==> config.mk <==
export PLATFORM = sky130hd
export DESIGN_NAME = axis_iter_divider
export DESIGN_NICKNAME = d
export VERILOG_FILES = /design/src/rtl/axis_iter_divider.sv
export SDC_FILE = /design/constraint.sdc
export NUM_CORES = 1
export LEC_CHECK = 0
export ABC_CLOCK_PERIOD_IN_PS = 2700
export BUFFER_PORTS_ARGS = -buffer_cell sky130_fd_sc_hd__buf_4
export CAP_MARGIN = 10
export CORE_MARGIN = 8
export CORE_UTILIZATION = 43
export DETAILED_ROUTE_END_ITERATION = 12
export PLACE_DENSITY = 0.66
export REMOVE_ABC_BUFFERS = 1
export SYNTH_ARGS = -nofsm -noshare
export SYNTH_HDL_FRONTEND = slang
export SYNTH_SLANG_ARGS = --single-unit
==> constraint.sdc <==
create_clock -name clk -period 2.7 [get_ports clk]
set_input_delay 0.54 -clock clk [delete_from_list [all_inputs] [get_ports clk]]
set_output_delay 0.54 -clock clk [all_outputs]
set_load 0.02 [all_outputs]
==> src/rtl/axis_iter_divider.sv <==
// axis_iter_divider: iterative 32-bit radix-2 restoring divider behind AXI-Stream.
// Collects a divisor and a dividend (in any order), runs 32 restoring steps,
// then presents {quotient, remainder} until the consumer takes it.
module axis_iter_divider #(
  parameter bit SIGNED = 1'b0
) (
  input  logic        clk,
  input  logic        rst,
  input  logic [31:0] s_axis_divisor_tdata,
  input  logic        s_axis_divisor_tvalid,
  output logic        s_axis_divisor_tready,
  input  logic [31:0] s_axis_dividend_tdata,
  input  logic        s_axis_dividend_tvalid,
  output logic        s_axis_dividend_tready,
  output logic [63:0] m_axis_dout_tdata,
  output logic        m_axis_dout_tvalid,
  input  logic        m_axis_dout_tready
);

  typedef enum logic [1:0] {IDLE, CALC, DONE} state_t;

  state_t      state_q;
  logic        haveDividend_q;
  logic        haveDivisor_q;
  logic        dividendSign_q;
  logic        divisorSign_q;
  logic [31:0] divisorMag_q;
  logic [31:0] rem_q;
  logic [31:0] quo_q;
  logic [4:0]  cnt_q;
  logic [63:0] doutData_q;
  logic        doutValid_q;

  logic        dividendFire;
  logic        divisorFire;
  logic        dividendSign_d;
  logic        divisorSign_d;
  logic [31:0] dividendMag_d;
  logic [31:0] divisorMag_d;
  logic [32:0] trial;
  logic [31:0] rem_d;
  logic [31:0] quo_d;
  logic [31:0] quoOut;
  logic [31:0] remOut;

  // A channel is open only while collecting and while its operand slot is still empty
  assign s_axis_dividend_tready = (state_q == IDLE) && !haveDividend_q;
  assign s_axis_divisor_tready  = (state_q == IDLE) && !haveDivisor_q;
  assign m_axis_dout_tdata      = doutData_q;
  assign m_axis_dout_tvalid     = doutValid_q;

  // Operand magnitudes/signs, one restoring step, and the sign-corrected final result
  always_comb begin
    dividendFire   = s_axis_dividend_tvalid && s_axis_dividend_tready;
    divisorFire    = s_axis_divisor_tvalid && s_axis_divisor_tready;
    dividendSign_d = SIGNED && s_axis_dividend_tdata[31];
    divisorSign_d  = SIGNED && s_axis_divisor_tdata[31];
    dividendMag_d  = dividendSign_d ? (32'd0 - s_axis_dividend_tdata) : s_axis_dividend_tdata;
    divisorMag_d   = divisorSign_d ? (32'd0 - s_axis_divisor_tdata) : s_axis_divisor_tdata;
    trial          = {rem_q, quo_q[31]} - {1'b0, divisorMag_q};
    rem_d          = trial[32] ? {rem_q[30:0], quo_q[31]} : trial[31:0];
    quo_d          = {quo_q[30:0], ~trial[32]};
    quoOut         = (dividendSign_q ^ divisorSign_q) ? (32'd0 - quo_d) : quo_d;
    remOut         = dividendSign_q ? (32'd0 - rem_d) : rem_d;
  end

  // Control FSM and datapath registers; reset discards any division in flight
  always_ff @(posedge clk) begin
    if (rst) begin
      state_q        <= IDLE;
      haveDividend_q <= 1'b0;
      haveDivisor_q  <= 1'b0;
      dividendSign_q <= 1'b0;
      divisorSign_q  <= 1'b0;
      divisorMag_q   <= 32'd0;
      rem_q          <= 32'd0;
      quo_q          <= 32'd0;
      cnt_q          <= 5'd0;
      doutData_q     <= 64'd0;
      doutValid_q    <= 1'b0;
    end else begin
      case (state_q)
        IDLE: begin
          // The dividend magnitude goes straight into the quotient shift register
          if (dividendFire) begin
            quo_q          <= dividendMag_d;
            dividendSign_q <= dividendSign_d;
            haveDividend_q <= 1'b1;
          end
          if (divisorFire) begin
            divisorMag_q  <= divisorMag_d;
            divisorSign_q <= divisorSign_d;
            haveDivisor_q <= 1'b1;
          end
          if ((haveDividend_q || dividendFire) && (haveDivisor_q || divisorFire)) begin
            state_q <= CALC;
            rem_q   <= 32'd0;
            cnt_q   <= 5'd0;
          end
        end
        CALC: begin
          rem_q <= rem_d;
          quo_q <= quo_d;
          cnt_q <= cnt_q + 5'd1;
          if (cnt_q == 5'd31) begin
            state_q     <= DONE;
            doutData_q  <= {quoOut, remOut};
            doutValid_q <= 1'b1;
          end
        end
        DONE: begin
          // Result data is left in place after the handshake
          if (m_axis_dout_tready) begin
            doutValid_q    <= 1'b0;
            haveDividend_q <= 1'b0;
            haveDivisor_q  <= 1'b0;
            state_q        <= IDLE;
          end
        end
        default: state_q <= IDLE;
      endcase
    end
  end

endmodule

* Yosys cells after proc, flatten, opt, wreduce, memory -nomap -nowiden
Index checks and enable logic that the tools add are counted.
** Word-level totals
- Latch bits :: 0
- RAM bits :: 0
- Output and inout bits :: 67
- Word-level logic and storage cells :: 59
- Register bits :: 170
- ROM bits :: 0
- Bits of input ports :: 69
- Memories :: 0
** Operators by class
- Shifts and indexed selects :: 0
- Reduce and logical (&&, ||, !) cells :: 21
- Bitwise operators :: 1
- Divide/modulo/power cells :: 0
- Magnitude comparators :: 0
- Equality and inequality tests :: 8
- Multiply operators :: 0
- Mux-type cells :: 18
- $add $sub $neg :: 2
** Operator list (count)
- one-hot mux 32 bit (2 select lines) :: 2
- 2-to-1 mux 32 bit :: 3
- subtractor 33 x 32 -> 33 bit :: 1
- AND reduction 3 bit :: 4
- one-hot mux 5 bit (2 select lines) :: 1
- != test 2 bit, second input constant :: 4
- AND reduction 2 bit :: 4
- 2-to-1 mux 2 bit :: 3
- one-hot mux 1 bit (2 select lines) :: 3
- one-hot mux 2 bit (3 select lines) :: 1
- nonzero test 2 bit :: 3
- adder 5 x 1 -> 5 bit, second input constant :: 1
- equality test 5 bit, second input constant :: 1
- logical AND 1 bit :: 5
- 2-to-1 mux 5 bit :: 1
- 2-to-1 mux 1 bit :: 4
- equality test 2 x 1 -> 1 bit, second input constant :: 1
- equality test 2 bit, second input constant :: 1
- logical NOT 1 bit :: 2
- logical NOT 2 bit :: 1
- logical OR 1 bit :: 2
- != test 2 x 1 -> 1 bit, second input constant :: 1
- inverter 1 bit :: 1

* Longest topological paths before layout
- Depth after elaboration :: 7
- Mapped depth :: 14
- Mapped depth without buffers :: 12

* Worst setup path after synthesis
Ideal clock, no wire load.
- Path kind :: register to register
- From :: register quo_q[31]
- To :: register doutData_q[20], in the netlist m_axis_dout_tdata[20]
- Setup slack :: -240 ps
- Setup time :: 132 ps
- Required time :: 2568 ps
- Period minus slack after synthesis :: 2940 ps
- Arrival time :: 2808 ps
- Stages on the path, launching flop included :: 15
- Buffers on the path :: 2
- Cell sequence :: dfxtp_1 inv_1 ha_1 inv_1 fa_1 a211oi_1 o21a_1 a21oi_2 a2111oi_2 nor2_4 xor2_1 buf_4 buf_6 mux2i_1 a21oi_1
** Between the ends
- Word-level cells in the longest chain between the ends :: 2
** Ends and longest elaborated chain
- start, declared :: line 29 : logic [31:0] quo_q;
- start signal, assigned :: line 86 : quo_q <= dividendMag_d;
- start signal, assigned :: line 103 : quo_q <= quo_d;
- subtractor 33 x 32 -> 33 bit :: line 60 : trial = {rem_q, quo_q[31]} - {1'b0, divisorMag_q};
- 2-to-1 mux 32 bit :: line 61 : rem_d = trial[32] ? {rem_q[30:0], quo_q[31]} : trial[31:0];
- end signal, assigned :: line 107 : doutData_q <= {quoOut, remOut};
- end, declared :: line 31 : logic [63:0] doutData_q;
No other way between the ends.
A chain may end at the register's enable or synchronous reset.

* Worst setup path after layout
- From :: register divisorMag_q[10]
- To :: register doutData_q[1], in the netlist m_axis_dout_tdata[1]
** Between the ends
- Word-level cells in the longest chain between the ends :: 2
** Ends and longest elaborated chain
- start, declared :: line 27 : logic [31:0] divisorMag_q;
- start signal, assigned :: line 91 : divisorMag_q <= divisorMag_d;
- subtractor 33 x 32 -> 33 bit :: line 60
- 2-to-1 mux 32 bit :: line 61
No other way between the ends.

==> key figures <==
Power
  – Max IR drop VDD: 1.36 mV
  – Power, Total: 0.0176 W
  – Leakage: 4.73 nW
  – PwrDens: 1530 nW/um^2

Floorplanning
  – Die Wd: 156 um
  – # IOs: 136
  – Std-Cell Rows: 51
  – Die Height: 156 um
  – Initial cell density of the core: 0.437
  – Area of the core: 19400 um^2
  – Die area: 24500 um^2

Place
  – GPL Wtd Cong: 0.950
  – DP HPWL: 18400 um
  – Pre-CTS WS: -0.346 ns
  – Count of buffers from port buffering: 135
  – Placed cells: 1525

Setup path
  – Reg-to-Reg End: m_axis_dout_tdata[1]$_SDFFE_PP0P_
  – CP Data Required Time: 3.01 ns
  – CP max stage delay: 0.54 ns
  – R2R Setup Slk: -0.16 ns
  – Startpoint types: flop
  – Top delay family on crit path: simple AND/OR/NAND/NOR gates
  – Setup crit end kind: flop
  – CP max-delay cell: or4_4
  – Worst path arrival time: 3.18 ns
  – Crit path kind: reg2reg
  – Reg-to-reg startpoint: divisorMag_q[10]$_SDFFE_PP0P_
  – Critical path cell sequence: inv_1 > ha_1 > nand2_1 > or4_4 > a21oi_4 > a2111oi_4 > nor2_4 > xor2_4 > buf_6 > clkbuf_16 > mux2i_4 > a211oi_2
  – Worst Path Max Fanout: 4
  – R2r worst-path depth: 12
  – Bufs and invs on worst path: 3

Logic synthesis
  – YS warnings: 0
  – Avg Inst Size Synth: 7.81 um^2
  – EDFF count, synth: 0
  – Ys async rst share: 0
  – Post-synthesis sequential area ratio: 0.401
  – Synth Cell Area: 8480 um^2
  – Synth Flop Type: dfxtp_1
  – Syn Inst Count: 1086
  – Number of library cell types mapped by synthesis: 62
  – Seq cells post-synth: 170

Route
  – Via count: 8398
  – Post-DRT Antenna Nets: 0
  – Drt total wl: 25800 um
  – DRC errors left: 0
  – Via density per instance: 5.36
  – Initial DRC count: 404
  – Pre-antenna DRT Iters: 5
  – Routed WL per cell: 16.5 um

CTS
  – Total CTS buffers: 17
  – Worst-skew pair later-pin latency: 0.45 ns
  – CTS tree: yes
  – Clk slew on worst S/H paths: 0.08 ns
  – Largest buffer count on any clock path: 2
  – H-Tree Depth: 4
  – Hold_buf cts: 0
  – CTS sink cnt: 170
  – CTS root buf: clkbuf_16

Global routing
  – Largest net degree at the start of global routing: 57
  – Overall Global Routing Usage: 0.208
  – Antenna violations before repair: 0
  – Vias in the first global route: 8129
  – Gr ovfl total: 0
  – First-pass GRT wire length: 41300 um

STA
  – Fin crit period: 2.86 ns
  – Slew headroom: 0.516
  – Hold_ws: 0.329 ns
  – Slew Limit Fails: 0
  – Worst Tran Pin Value: 0.723 ns
  – Post-route setup slack: -0.164 ns
  – Final Cycle Share: 1.06
  – Clock Skew: 0.0149 ns
  – Endpoints failing setup: 62
  – Max Fclk: 349 MHz
  – Hold Vio Cnt, Final: 0
  – RSZ-0062 raised after global routing: yes

Cells and area
  – Fin cells: 1568
  – # fillers: 1820
  – Ant. Diodes: 0
  – Syn-to-layout area delta: 35.8%
  – Fin nets: 1394
  – Most frequent cells in the layout: 246 x buf_4, 226 x nand2_1, 167 x dfxtp_1
  – Most common cell after layout, fill and taps aside: buf_4
  – Share of cells above drive strength 1: 0.267

Min path
  – Depth of the worst hold-timing path: 3
  – Worst Hold Launch: s_axis_divisor_tdata[11]
  – Hold EP: divisorMag_q[11]$_SDFFE_PP0P_
  – Hold Crit Class: in2reg

Flow run
  – Max cap viols: 0

Run status
  – Status: finished, violations left
  – Failing checks: setup timing
[repair_timing]
item,CTS,global route
endpoints found under the setup margin,66,66
cloned,1,1
pin swaps,16,12
setup buffers,9,2
gates resized for setup,37,42
[area by class of cell]
cell class,count,area (um^2),share of cell area
flip-flops and latches,170,3410,0.296
well taps,265,332,0.0288
clock buffers,17,425,0.0369
clock inverters,15,201,0.0175
repair buffers,258,2030,0.177
multi-input cells,794,4930,0.428
inverters,49,184,0.0160
[Yosys cell counts (7+ instances only)]
| cell | instances | share of area |
|---|---|---|
| and3_1 | 7 | 0.0052 |
| buf_2 | 7 | 0.0041 |
| a21oi_1 | 162 | 0.096 |
| o21ai_0 | 65 | 0.038 |
| xnor2_1 | 17 | 0.018 |
| inv_1 | 49 | 0.022 |
| ha_1 | 34 | 0.050 |
| dfxtp_1 | 170 | 0.40 |
| nor2_1 | 41 | 0.018 |
| clkbuf_1 | 62 | 0.027 |
| nand2b_1 | 8 | 0.0059 |
| mux2i_1 | 29 | 0.034 |
| xor2_1 | 11 | 0.011 |
| nand2_1 | 226 | 0.10 |
| nor3_1 | 10 | 0.0059 |
| nand3_1 | 22 | 0.013 |
| a21o_1 | 8 | 0.0071 |
| a22oi_1 | 32 | 0.028 |
| a31oi_1 | 7 | 0.0052 |
| o21ai_1 | 10 | 0.0059 |
| nand4_1 | 11 | 0.0081 |
[how the worst max path moves through the flow]
| stage | start | to | slack [ns] | depth (start not counted) |
|---|---|---|---|---|
| detailed placement | quo_q[31]$_SDFFE_PP0P_ | rem_q[31]$_SDFFE_PP0P_ | -0.35 | 13 |
| floorplan | quo_q[31]$_SDFFE_PP0P_ | m_axis_dout_tdata[30]$_SDFFE_PP0P_ | -2.12 | 12 |
| global placement | quo_q[31]$_SDFFE_PP0P_ | rem_q[31]$_SDFFE_PP0P_ | -0.25 | 13 |
| global route | quo_q[31]$_SDFFE_PP0P_ | m_axis_dout_tdata[1]$_SDFFE_PP0P_ | -0.26 | 14 |
| finish | divisorMag_q[10]$_SDFFE_PP0P_ | m_axis_dout_tdata[1]$_SDFFE_PP0P_ | -0.16 | 12 |
| CTS | quo_q[31]$_SDFFE_PP0P_ | m_axis_dout_tdata[31]$_SDFFE_PP0P_ | -0.20 | 12 |
[per-stage QoR]
stage,instance area [um^2],util,setup TNS [ns]
6_report,11500,0.594,-6.41
5_1_grt,11500,0.594,-13.20
4_1_cts,11300,0.582,-9.63
3_5_place_dp,10400,0.539,-17.12
3_3_place_gp,10400,0.539,-10.43
2_1_floorplan,8180,-,-149.67
[tightest hold or removal path: cells and delay by family]
family / cells / cell delay, ns
buf+inv: 1 / 0.11
compound gates: 1 / 0.05
simple gates: 1 / 0.04
[sequential cells by signal, summed over array words and instances (netlist names), 2 cells and up]
name / count
rem_q: 32
divisorMag_q: 32
cnt_q: 5
quo_q: 32
m_axis_dout_tdata: 64
state_q: 2
[where the power goes]
group	switching (W)	internal (W)
sequential	0.000221	0.00275
clock	0.00128	0.00129
combinational	0.00599	0.00611
total	0.00749	0.0102
[routing by layer]
layer / track usage / vias up / wire length [um]
li1: - / 4201 / -
met1: 0.254 / 3914 / 11200
met2: 0.340 / 247 / 12000
met3: 0.0651 / 36 / 2120
met4: 0.0732 / 0 / 465
met5: 0 / - / 0
[cells by family (layout without fill, tap and decap cells)]
family | after synthesis | in the layout | share of synthesized area
buffers and inverters | 122 | 339 | 0.0568
xor gates and xnor gates | 29 | 29 | 0.0308
and+or+nand+nor | 354 | 354 | 0.180
muxes | 32 | 32 | 0.0382
AOI/OAI and AO/OA | 344 | 344 | 0.240
adders and majority gates | 35 | 35 | 0.0525
DFF | 170 | 170 | 0.401
(Power assumes the default switching activity.)
